`config.mk`:
```
export PLATFORM = sky130hd
export DESIGN_NAME = pipeline_hazard_ctrl
export DESIGN_NICKNAME = d
export VERILOG_FILES = /design/src/rtl/pipeline_hazard_ctrl.sv
export SDC_FILE = /design/constraint.sdc
export NUM_CORES = 1
export LEC_CHECK = 0
export BUFFER_PORTS_ARGS = -buffer_cell sky130_fd_sc_hd__buf_4
export CAP_MARGIN = 30
export CELL_PAD_IN_SITES_DETAIL_PLACEMENT = 0
export CELL_PAD_IN_SITES_GLOBAL_PLACEMENT = 1
export CORE_MARGIN = 2
export CORE_UTILIZATION = 36
export DETAILED_ROUTE_END_ITERATION = 12
export GPL_TIMING_DRIVEN = 0
export PLACE_DENSITY_LB_ADDON = 0.1
export SETUP_SLACK_MARGIN = 0.1
export SKIP_CTS_REPAIR_TIMING = 1
export SLEW_MARGIN = 20
export SYNTH_ARGS = -nofsm -noshare
export SYNTH_HDL_FRONTEND = slang
export SYNTH_SLANG_ARGS = --single-unit
export TNS_END_PERCENT = 100
```
`constraint.sdc`:
```
create_clock -name clk -period 2.74 [get_ports clk]
set_input_delay 0.548 -clock clk [delete_from_list [all_inputs] [get_ports clk]]
set_output_delay 0.548 -clock clk [all_outputs]
set_load 0.01 [all_outputs]
```
`src/rtl/pipeline_hazard_ctrl.sv`:
```
// Hazard sequencing controller for the 5-stage RV32I pipeline.
// Drives the PC, IF/ID, ID/EX and EX/MEM enables and flushes. It handles
// load-use stalls, EX-stage redirects and multi-cycle EX operations. A
// multi-cycle operation is held in a busy-wait FSM that has a watchdog.
// Two saturating counters track stall cycles and flush cycles.
module pipeline_hazard_ctrl #(
  parameter int MC_MAX_CYCLES = 64,
  parameter int CNT_W         = 32
) (
  input  logic             clk,
  input  logic             rst,
  input  logic [4:0]       id_rs1,
  input  logic [4:0]       id_rs2,
  input  logic             id_uses_rs1,
  input  logic             id_uses_rs2,
  input  logic [4:0]       ex_rd,
  input  logic             ex_mem_read,
  input  logic             ex_redirect,
  input  logic [31:0]      ex_target,
  input  logic             ex_mc_start,
  input  logic             mc_done,
  input  logic             cnt_clr,
  output logic             pc_we,
  output logic             pc_sel,
  output logic [31:0]      pc_target,
  output logic             if_id_we,
  output logic             if_id_flush,
  output logic             id_ex_we,
  output logic             id_ex_flush,
  output logic             ex_mem_flush,
  output logic             mc_timeout,
  output logic             busy,
  output logic [CNT_W-1:0] stall_count,
  output logic [CNT_W-1:0] flush_count
);

  localparam int WCNT_W = (MC_MAX_CYCLES > 1) ? $clog2(MC_MAX_CYCLES) : 1;
  localparam logic [WCNT_W-1:0] WD_LAST = WCNT_W'(MC_MAX_CYCLES - 1);

  typedef enum logic {RUN, MC_WAIT} state_t;

  typedef struct packed {
    logic pc_we;
    logic pc_sel;
    logic if_id_we;
    logic if_id_flush;
    logic id_ex_we;
    logic id_ex_flush;
    logic ex_mem_flush;
  } ctrl_t;

  localparam ctrl_t CTRL_DEF = '{pc_we: 1'b1, pc_sel: 1'b0, if_id_we: 1'b1,
                                 if_id_flush: 1'b0, id_ex_we: 1'b1,
                                 id_ex_flush: 1'b0, ex_mem_flush: 1'b0};

  state_t            state, state_nx;
  logic [WCNT_W-1:0] wcnt, wcnt_nx;
  ctrl_t             ctrl;
  logic              timeout;
  logic              rs1_hit, rs2_hit, load_use;

  // Load-use detection. x0 is never a real producer, so it cannot stall.
  assign rs1_hit  = id_uses_rs1 && (id_rs1 == ex_rd);
  assign rs2_hit  = id_uses_rs2 && (id_rs2 == ex_rd);
  assign load_use = ex_mem_read && (ex_rd != 5'd0) && (rs1_hit || rs2_hit);

  // FSM state and the watchdog wait counter.
  always_ff @(posedge clk or negedge rst) begin
    if (!rst) begin
      state <= RUN;
      wcnt  <= '0;
    end else begin
      state <= state_nx;
      wcnt  <= wcnt_nx;
    end
  end

  // Next state and the control outputs for this cycle. Everything stays at
  // its default while reset is asserted.
  always_comb begin
    state_nx = state;
    wcnt_nx  = wcnt;
    ctrl     = CTRL_DEF;
    timeout  = 1'b0;
    if (rst) begin
      unique case (state)
        RUN: begin
          if (ex_redirect) begin
            // The instructions in IF and ID are on the wrong path, so any
            // hazard they raise does not matter.
            ctrl.pc_sel      = 1'b1;
            ctrl.if_id_flush = 1'b1;
            ctrl.id_ex_flush = 1'b1;
          end else if (ex_mc_start && !mc_done) begin
            ctrl.pc_we        = 1'b0;
            ctrl.if_id_we     = 1'b0;
            ctrl.id_ex_we     = 1'b0;
            ctrl.ex_mem_flush = 1'b1;
            state_nx          = MC_WAIT;
            wcnt_nx           = '0;
          end else if (ex_mc_start) begin
            // The result is ready in one cycle, so it flows through unstalled.
          end else if (load_use) begin
            ctrl.pc_we       = 1'b0;
            ctrl.if_id_we    = 1'b0;
            ctrl.id_ex_flush = 1'b1;
          end
        end
        MC_WAIT: begin
          if (mc_done) begin
            state_nx = RUN;
          end else if (wcnt == WD_LAST) begin
            // Watchdog abort. The stall is released, but EX/MEM stays a
            // bubble so the unfinished result is dropped.
            timeout           = 1'b1;
            ctrl.ex_mem_flush = 1'b1;
            state_nx          = RUN;
          end else begin
            ctrl.pc_we        = 1'b0;
            ctrl.if_id_we     = 1'b0;
            ctrl.id_ex_we     = 1'b0;
            ctrl.ex_mem_flush = 1'b1;
            wcnt_nx           = wcnt + 1'b1;
          end
        end
        default: state_nx = RUN;
      endcase
    end
  end

  assign pc_we        = ctrl.pc_we;
  assign pc_sel       = ctrl.pc_sel;
  assign if_id_we     = ctrl.if_id_we;
  assign if_id_flush  = ctrl.if_id_flush;
  assign id_ex_we     = ctrl.id_ex_we;
  assign id_ex_flush  = ctrl.id_ex_flush;
  assign ex_mem_flush = ctrl.ex_mem_flush;
  assign pc_target    = ex_target;
  assign mc_timeout   = timeout;
  // busy drops on the cycle the unit reports done, since that cycle does not stall.
  assign busy         = rst && (state == MC_WAIT) && !mc_done;

  // Saturating performance counters. A clear wins over an increment.
  always_ff @(posedge clk or negedge rst) begin
    if (!rst) begin
      stall_count <= '0;
      flush_count <= '0;
    end else if (cnt_clr) begin
      stall_count <= '0;
      flush_count <= '0;
    end else begin
      if (!ctrl.pc_we && (stall_count != '1)) stall_count <= stall_count + 1'b1;
      if (ctrl.if_id_flush && (flush_count != '1)) flush_count <= flush_count + 1'b1;
    end
  end

endmodule

```
==> results.toml, run 1 <==
[synth]
ys_ff_latch = 71
synth.distinct_cells = 47
syn-cell-area_um2 = 4098
netlist_instances = 450
async_flop_share = 1.000
synth_edf_count = 0
syn-mean-instance-area_um2 = 9.106
netlist.area_leader.share = 0.4336
yosysWarnings = 0
synth_area_leaders = "dfrtp_1, xor2_1, buf_4, nor2_1, xnor2_1"
syn_nets = 509
ys_dominant_reg_cell = "dfrtp_1"
yosysSeqAreaShare = 0.4336
synth_largest_area_cell = "dfrtp_1"

[route]
first_pass_iters = 4
wire_per_inst_um = 14.77
top_layer = "met4"
postRouteAntennaNets = 0
vias = 3665
routed-wl-met3_um = 465
drt-met1-wl_um = 4819
via_per_inst = 4.953
drc_errors = 0
wl_um = 10930
wl_met2_um = 5530
drt_iter0_markers = 166

[global_routing]
grt_max_degree = 75
grt_pass1_vias = 3553
grt.total_usage = 0.1738
overflow = 0
grt_pass1_wl_um = 17420
antenna_found_initial = 0

[critical_path]
critPathRequiredTime_ns = 2.19
cp-start-kind = "primary input"
cp-end-kind = "output port"
crit_fanout = 4
r2r-start = "flush_count[15]"
reg2reg_slack_ns = 0.24
crit_arrival_ns = 2.00
r2r_cells = 7
critical_path_class = "in -> out"
regToRegEndpoint = "flush_count[26]"

[power]
power_leakage_nw = 2.775
power_density_nw_per_um2 = 502.3
p_total_mw = 2.917
vdd_drop_max_v = 0.0004000

[clocking]
cts_root_buf = "clkbuf_16"
tritoncts = "yes"
cts_buffers = 9
h-tree-depth = 3
cts.sinks = 71
clock_latency_ns = 0.34
path_clk_slew_ns = 0.06
clockBufferDepth = 2

[timing]
setup_viol = 0
slew_viol_final = 0
post-route-min-period_ns = 2.544
worst_slew_pin_slew_ns = 0.7111
hold_viol_final = 0
worst_clock_skew_ns = 0.002759
max_slew_margin = 0.5249
max_freq_ghz = 0.3931
grt_setup_unrepaired = "no"
min_period_over_period = 0.9284

[run]
drv_cap = 0

[placed_design]
place_hpwl_um = 7852
place_congestion = 0.7705
io_buffers = 128

[die]
std_cell_rows = 38
io_pins = 161
fp.coreArea_um2 = 10980
initial_core_util = 0.3731
dieArea_um2 = 12250
die_w_um = 110.7
die_h_um = 110.7

[final_layout]
regArea_um2 = 1779
fillers = 1022
drive_gt1_frac = 0.3567
nets = 654
areaGrowthSynthToFinish_pct = 41.74
post-route-util = 0.5288
multiInputGateArea_um2 = 1988
n_antenna_cell = 0

[worst_hold_path]
min_path_type = "in -> async"

[run_status]
status = "complete, no violations"
-- critical path, cell delays in order --
cell and delay [ns]:
buf_4 0.12, or4_1 0.54, o21ai_2 0.15, nor3b_1 0.07
a21o_1 0.25, inv_2 0.10, buf_4 0.10, buf_4 0.10
-- final cells by class --
cell class | count | share of cell area
Inverter | 10 | 0.006463
Clock buffer | 10 | 0.04115
Timing Repair Buffer | 134 | 0.1885
Sequential cell | 71 | 0.3063
Tap cell | 140 | 0.03016
Multi-Input combinational cell | 320 | 0.3423
Clock inverter | 6 | 0.02671
Buffer | 49 | 0.05838
-- registers in the layout (all words and copies together), names as in the netlist --
signal and cells:
stall_count 32, wcnt 6, flush_count 32, state 1
-- worst max-delay path by stage --
stage / from / end / slack [ns] / cells past startpoint
final: ex_rd[0] / pc_we / 0.20 / 8
after global routing: flush_count[15] / flush_count[26] / 0.09 / 7
after CTS: rst / stall_count[7] / -0.63 / 10
after detailed placement: rst / stall_count[7] / -0.99 / 10
after global placement: rst / stall_count[7] / -0.99 / 10
after floorplan: flush_count[13] / flush_count[30] / 0.30 / 7
-- placed cells by master (no fill, tap or decap), types with 4 or more instances in the layout --
master,n
or3_1,8
inv_1,9
xor2_1,40
nor3_1,11
nor4_1,4
clkbuf_1,7
buf_4,162
clkbuf_16,12
or4_1,5
and3_1,14
o21ai_0,10
nor2b_1,7
nor2_1,64
dfrtp_1,69
nand2_1,26
nand3_1,29
bufinv_16,5
nand4_1,25
a21oi_1,14
xnor2_1,19
mux2_2,4
-- report_power, final --
part	internal, mW	switching (mW)
clock	1.10	0.454
combinational	0.154	0.128
sequential	1.07	0.0181
total	2.32	0.600
-- metrics by stage --
stage / TNS, ns / setup slack [ns] / instance area, um^2 / hold WS [ns] / std cells
after detailed placement: -37.02 / -0.9931 / 5238 / 0.5332 / 719
after global placement: -37.84 / -0.9888 / 5234 / 0.5149 / 718
after global routing: 0 / 0.09321 / 5808 / 0.003973 / 740
final: 0 / 0.1963 / 5808 / 0.01328 / 740
after floorplan: 0 / 0.2954 / 4098 / 0.2524 / 450
after CTS: -16.76 / -0.6314 / 5632 / 0.3933 / 735
-- cell families after synthesis --
family                   Yosys count  share of synthesized area
AND/OR/NAND/NOR                  217                     0.2785
adder cells (fa/ha/maj)            3                   0.009161
XOR/XNOR                          59                     0.1261
buffers and inverters             59                    0.09099
flip-flops                        71                     0.4336
AO/OA/AOI/OAI                     37                    0.05069
multiplexers                       4                    0.01099
-- metal layers --
metal / GRT usage / vias up
met5: 0 / -
met4: 0.05083 / 0
met3: 0.03991 / 11
met2: 0.2982 / 88
met1: 0.2192 / 1748
li1: - / 1818
-- Yosys cell counts (10+ instances only) --
| master | n |
|---|---|
| dfrtp_1 | 71 |
| nor2_1 | 64 |
| xor2_1 | 40 |
| buf_4 | 34 |
| nand3_1 | 30 |
| nand2_1 | 26 |
| nand4_1 | 25 |
| xnor2_1 | 19 |
| a21oi_1 | 16 |
| and3_1 | 14 |
| o21ai_0 | 12 |
| nor3_1 | 11 |
| inv_1 | 10 |
Note: power is estimated with default switching activity, not from simulation.
==> run 2, diff against run 1 <==
- BUFFER_PORTS_ARGS: -buffer_cell sky130_fd_sc_hd__buf_4 -> unset
- CORE_UTILIZATION: 36 -> 46
- DONT_BUFFER_PORTS: unset -> 1
==> results.toml, run 2 (synthesis gave the netlist of run 1 again) <==
[run_status]
status = "complete, no violations"

[global_routing]
grt_pass1_vias = 3024
overflow = 0
grt_max_degree = 75
grt_pass1_wl_um = 15140
grt.total_usage = 0.1951
antenna_found_initial = 0

[critical_path]
critical_path_class = "reg -> reg"
critPathRequiredTime_ns = 2.97
cp-start-kind = "flop"
crit_arrival_ns = 2.81
cp-end-kind = "flop"
crit_fanout = 10

[timing]
grt_setup_unrepaired = "yes"
max_freq_ghz = 0.3876
min_period_over_period = 0.9415
finalSetupTns_ns = 0
max_slew_margin = 0.6206
post-route-min-period_ns = 2.580
worst_slew_pin_slew_ns = 0.5648
slew_viol_final = 0
hold_viol_final = 0
worst_clock_skew_ns = 0.006767
setup_viol = 0

[clocking]
cts_buffers = 9
clockBufferDepth = 2
h-tree-depth = 3
clock_latency_ns = 0.35
cts_root_buf = "clkbuf_8"
cts.sinks = 71
path_clk_slew_ns = 0.08
tritoncts = "yes"

[final_layout]
areaGrowthSynthToFinish_pct = 10.38
final_cell_mix = "dfrtp_1, nor2_1, xor2_1"
layoutNonFillerInstCount = 577
drive_gt1_frac = 0.1834
fin_area_um2 = 4523
n_antenna_cell = 0
nets = 523
layout_commonest_cell = "dfrtp_1"
largestRegisters = "flush_count x32, stall_count x32, wcnt x6"

[placed_design]
dp.cells = 559
io_buffers = 0
place_hpwl_um = 6773
place_area_um2 = 4243
place_congestion = 0.8234

[route]
wire_per_inst_um = 16.29
vias = 3180
first_pass_iters = 4
postRouteAntennaNets = 0
via_per_inst = 5.511
wl_um = 9400
drt_iter0_markers = 93
drc_errors = 0

[die]
std_cell_rows = 34
die_h_um = 98.38
dieArea_um2 = 9679
fp.coreArea_um2 = 8678
io_pins = 161
die_w_um = 98.38
initial_core_util = 0.4722

[power]
power_density_nw_per_um2 = 459.8
power_leakage_nw = 1.979
vdd_drop_max_v = 0.0001930
p_total_mw = 2.080

[run]
drv_cap = 0

[worst_hold_path]
min_path_type = "in -> async"
[run 2: changes by cell type in the layout (fill, tap and decap cells not counted), moves of 3 or more]
cell and change:
dfrtp_1 -3, clkinv_2 +4, buf_4 -126, clkbuf_8 +8, bufinv_16 -4, dfrtp_2 +3, clkbuf_16 -12
[run 2: per-stage QoR]
stage	util	setup slack, ns	hold slack (ns)
after global placement	0.4877	-0.1118	0.2541
after detailed placement	0.4889	-0.1544	0.2543
after global routing	0.5212	0.01471	0.08788
final	0.5212	0.1602	0.07528
after CTS	0.5105	-0.1615	-0.1230
after floorplan	-	0.2954	0.2524
[run 2: layout make-up]
cell class / instances / area (um^2)
Inverter: 10 / 37.54
Clock inverter: 7 / 63.81
Sequential cell: 71 / 1783
Buffer: 49 / 340.3
Clock buffer: 9 / 123.9
Tap cell: 108 / 135.1
Timing Repair Buffer: 3 / 45.04
Multi-Input combinational cell: 320 / 1994
Fill cell: 824 / 4155
[run 2: worst paths after layout]
check	slack, ns	end	from	depth (start not counted)
worst max-delay path	0.16	stall_count[25]	stall_count[3]	8
worst min-delay path	0.08	wcnt[4]	rst	1
worst max register to register	0.16	stall_count[25]	stall_count[3]	8
worst min register to register	0.54	wcnt[1]	wcnt[1]	1
max in group asynchronous	2.35	stall_count[10]	rst	1
min in group clk	0.31	state	rst	1
[run 2: where the power goes]
part | switching (mW) | total, mW | leakage [nW] | internal [mW]
combinational | 0.100 | 0.181 | 0.897 | 0.0807
sequential | 0.0201 | 1.08 | 0.980 | 1.06
clock | 0.400 | 0.814 | 0.103 | 0.414
[run 2: critical path, stage by stage (launching register included)]
cell,delay [ns]
dfrtp_1,0.47
and4_1,0.27
and3_1,0.22
nand3_1,0.21
nand2b_1,0.26
nand3_2,0.21
buf_2,0.24
nor3_1,0.22
mux2_2,0.36
[run 2: layer usage]
layer	up-vias	global-route usage	part of all wire
li1	1545	-	-
met1	1504	0.2432	0.42
met2	120	0.3150	0.47
met3	11	0.07087	0.085
met4	0	0.06639	0.016
met5	-	0	0
==> run 3, diff against run 2 <==
--- a/config.mk
+++ b/config.mk
@@ -6,5 +6,5 @@
 export NUM_CORES = 1
 export LEC_CHECK = 0
-export CAP_MARGIN = 30
+export CAP_MARGIN = 10
 export CELL_PAD_IN_SITES_DETAIL_PLACEMENT = 0
 export CELL_PAD_IN_SITES_GLOBAL_PLACEMENT = 1
@@ -17,5 +17,5 @@
 export SETUP_SLACK_MARGIN = 0.1
 export SKIP_CTS_REPAIR_TIMING = 1
-export SLEW_MARGIN = 20
+export SLEW_MARGIN = 30
 export SYNTH_ARGS = -nofsm -noshare
 export SYNTH_HDL_FRONTEND = slang
==> constraint.sdc (replaced) <==
create_clock -name clk -period 2.74 [get_ports clk]
set_input_delay 0.411 -clock clk [delete_from_list [all_inputs] [get_ports clk]]
set_output_delay 0.411 -clock clk [all_outputs]
set_load 0.01 [all_outputs]
==> results.toml, run 3 (synthesis gave the netlist of run 1 again) <==
[critical_path]
cp-start-kind = "flop"
crit_fanout = 10
r2r_cells = 8
cp-end-kind = "flop"
critical_path_class = "reg -> reg"
crit_arrival_ns = 2.77
critPathRequiredTime_ns = 2.97

[power]
power_density_nw_per_um2 = 497.2
power_leakage_nw = 1.987
vdd_drop_max_v = 0.0002587
p_total_mw = 2.270

[route]
vias = 3225
postRouteAntennaNets = 0
via_per_inst = 5.599
drc_errors = 0
wire_per_inst_um = 16.29
drt_iter0_markers = 113
first_pass_iters = 4
wl_um = 9382

[timing]
slew_viol_final = 0
grt_setup_unrepaired = "yes"
hold_viol_final = 0
max_freq_ghz = 0.3933
worst_slew_pin_slew_ns = 0.6772
min_period_over_period = 0.9280
setup_viol = 0
max_slew_margin = 0.5448
worst_clock_skew_ns = 0.006747
post-route-min-period_ns = 2.543

[run]
drv_cap = 0

[worst_hold_path]
min_path_type = "in -> reg"
hold_depth = 1

[global_routing]
grt_pass1_wl_um = 15350
globalRouteMet1Util = 0.2476
grt_busiest_layer = "met2"
antenna_found_initial = 0
grt.total_usage = 0.1963
use_met2 = 0.3072
grt_max_degree = 75
overflow = 0
grt_pass1_vias = 3052
grt.met3_usage = 0.06872

[final_layout]
layoutNonFillerInstCount = 576
n_antenna_cell = 0
largestRegisters = "flush_count x32, stall_count x32, wcnt x6"
nets = 522
drive_gt1_frac = 0.1816
final_cell_mix = "nor2_1, dfrtp_1, xor2_1"
areaGrowthSynthToFinish_pct = 11.45
fin_area_um2 = 4567

[die]
fp.coreArea_um2 = 8678
io_pins = 161
die_h_um = 98.38
std_cell_rows = 34
die_w_um = 98.38
dieArea_um2 = 9679
initial_core_util = 0.4722

[placed_design]
io_buffers = 0
place_area_um2 = 4239
place_hpwl_um = 6765
place_congestion = 0.8234
dp.cells = 558

[clocking]
cts.sinks = 71
cts_root_buf = "clkbuf_8"
cts_buffers = 9
path_clk_slew_ns = 0.08
tritoncts = "yes"
clockBufferDepth = 2
h-tree-depth = 3
clock_latency_ns = 0.34

[run_status]
status = "complete, no violations"
==> run 3: layout make-up <==
class / count / area [um^2]
fillers: 820 / 4111
multi-input cells: 320 / 1997
plain buffers: 49 / 337.8
inverters: 10 / 37.54
clock buffers: 10 / 127.6
repair buffers: 2 / 37.54
clock inverters: 6 / 108.9
well taps: 108 / 135.1
flip-flops and latches: 71 / 1785
==> run 3: per-layer routing <==
metal	share of wire	vias to the layer above	routed length (um)
li1	-	1539	-
met1	0.42	1540	3897
met2	0.47	124	4439
met3	0.086	22	808
met4	0.025	0	236
met5	0	-	0
==> run 3: worst max-delay path, cell delays in order (launching register included) <==
cell      delay (ns)
dfrtp_1         0.47
and4_1          0.28
and3_1          0.21
nand3_1         0.20
nand2b_1        0.25
nand3_2         0.19
buf_2           0.23
nor3_1          0.23
mux2_2          0.36
==> run 3: final timing paths <==
path | start | endpoint | slack, ns
max in group asynchronous | rst | stall_count[10] | 1.80
min in group asynchronous | rst | wcnt[5] | 0.60
hold / removal | rst | state | 0.19
setup reg to reg | stall_count[3] | stall_count[25] | 0.20
setup / recovery | stall_count[3] | stall_count[25] | 0.20
hold reg to reg | wcnt[1] | wcnt[1] | 0.54
==> run 3: through the flow <==
stage | util | TNS [ns] | setup slack [ns] | hold WS, ns
3_5_place_dp | 0.4885 | -0.1823 | -0.1314 | 0.1172
2_1_floorplan | - | 0 | 0.2954 | 0.1154
5_1_grt | 0.5262 | 0 | 0.03485 | 0.2147
3_3_place_gp | 0.4877 | -0.1662 | -0.1118 | 0.1171
6_report | 0.5262 | 0 | 0.1973 | 0.1948
4_1_cts | 0.5157 | -0.2046 | -0.1236 | -0.2596
==> run 3: where the power goes <==
group | leakage, nW | internal [mW] | switching [mW]
registers | 0.977 | 1.06 | 0.0200
logic | 0.890 | 0.0807 | 0.101
clock network | 0.120 | 0.604 | 0.400
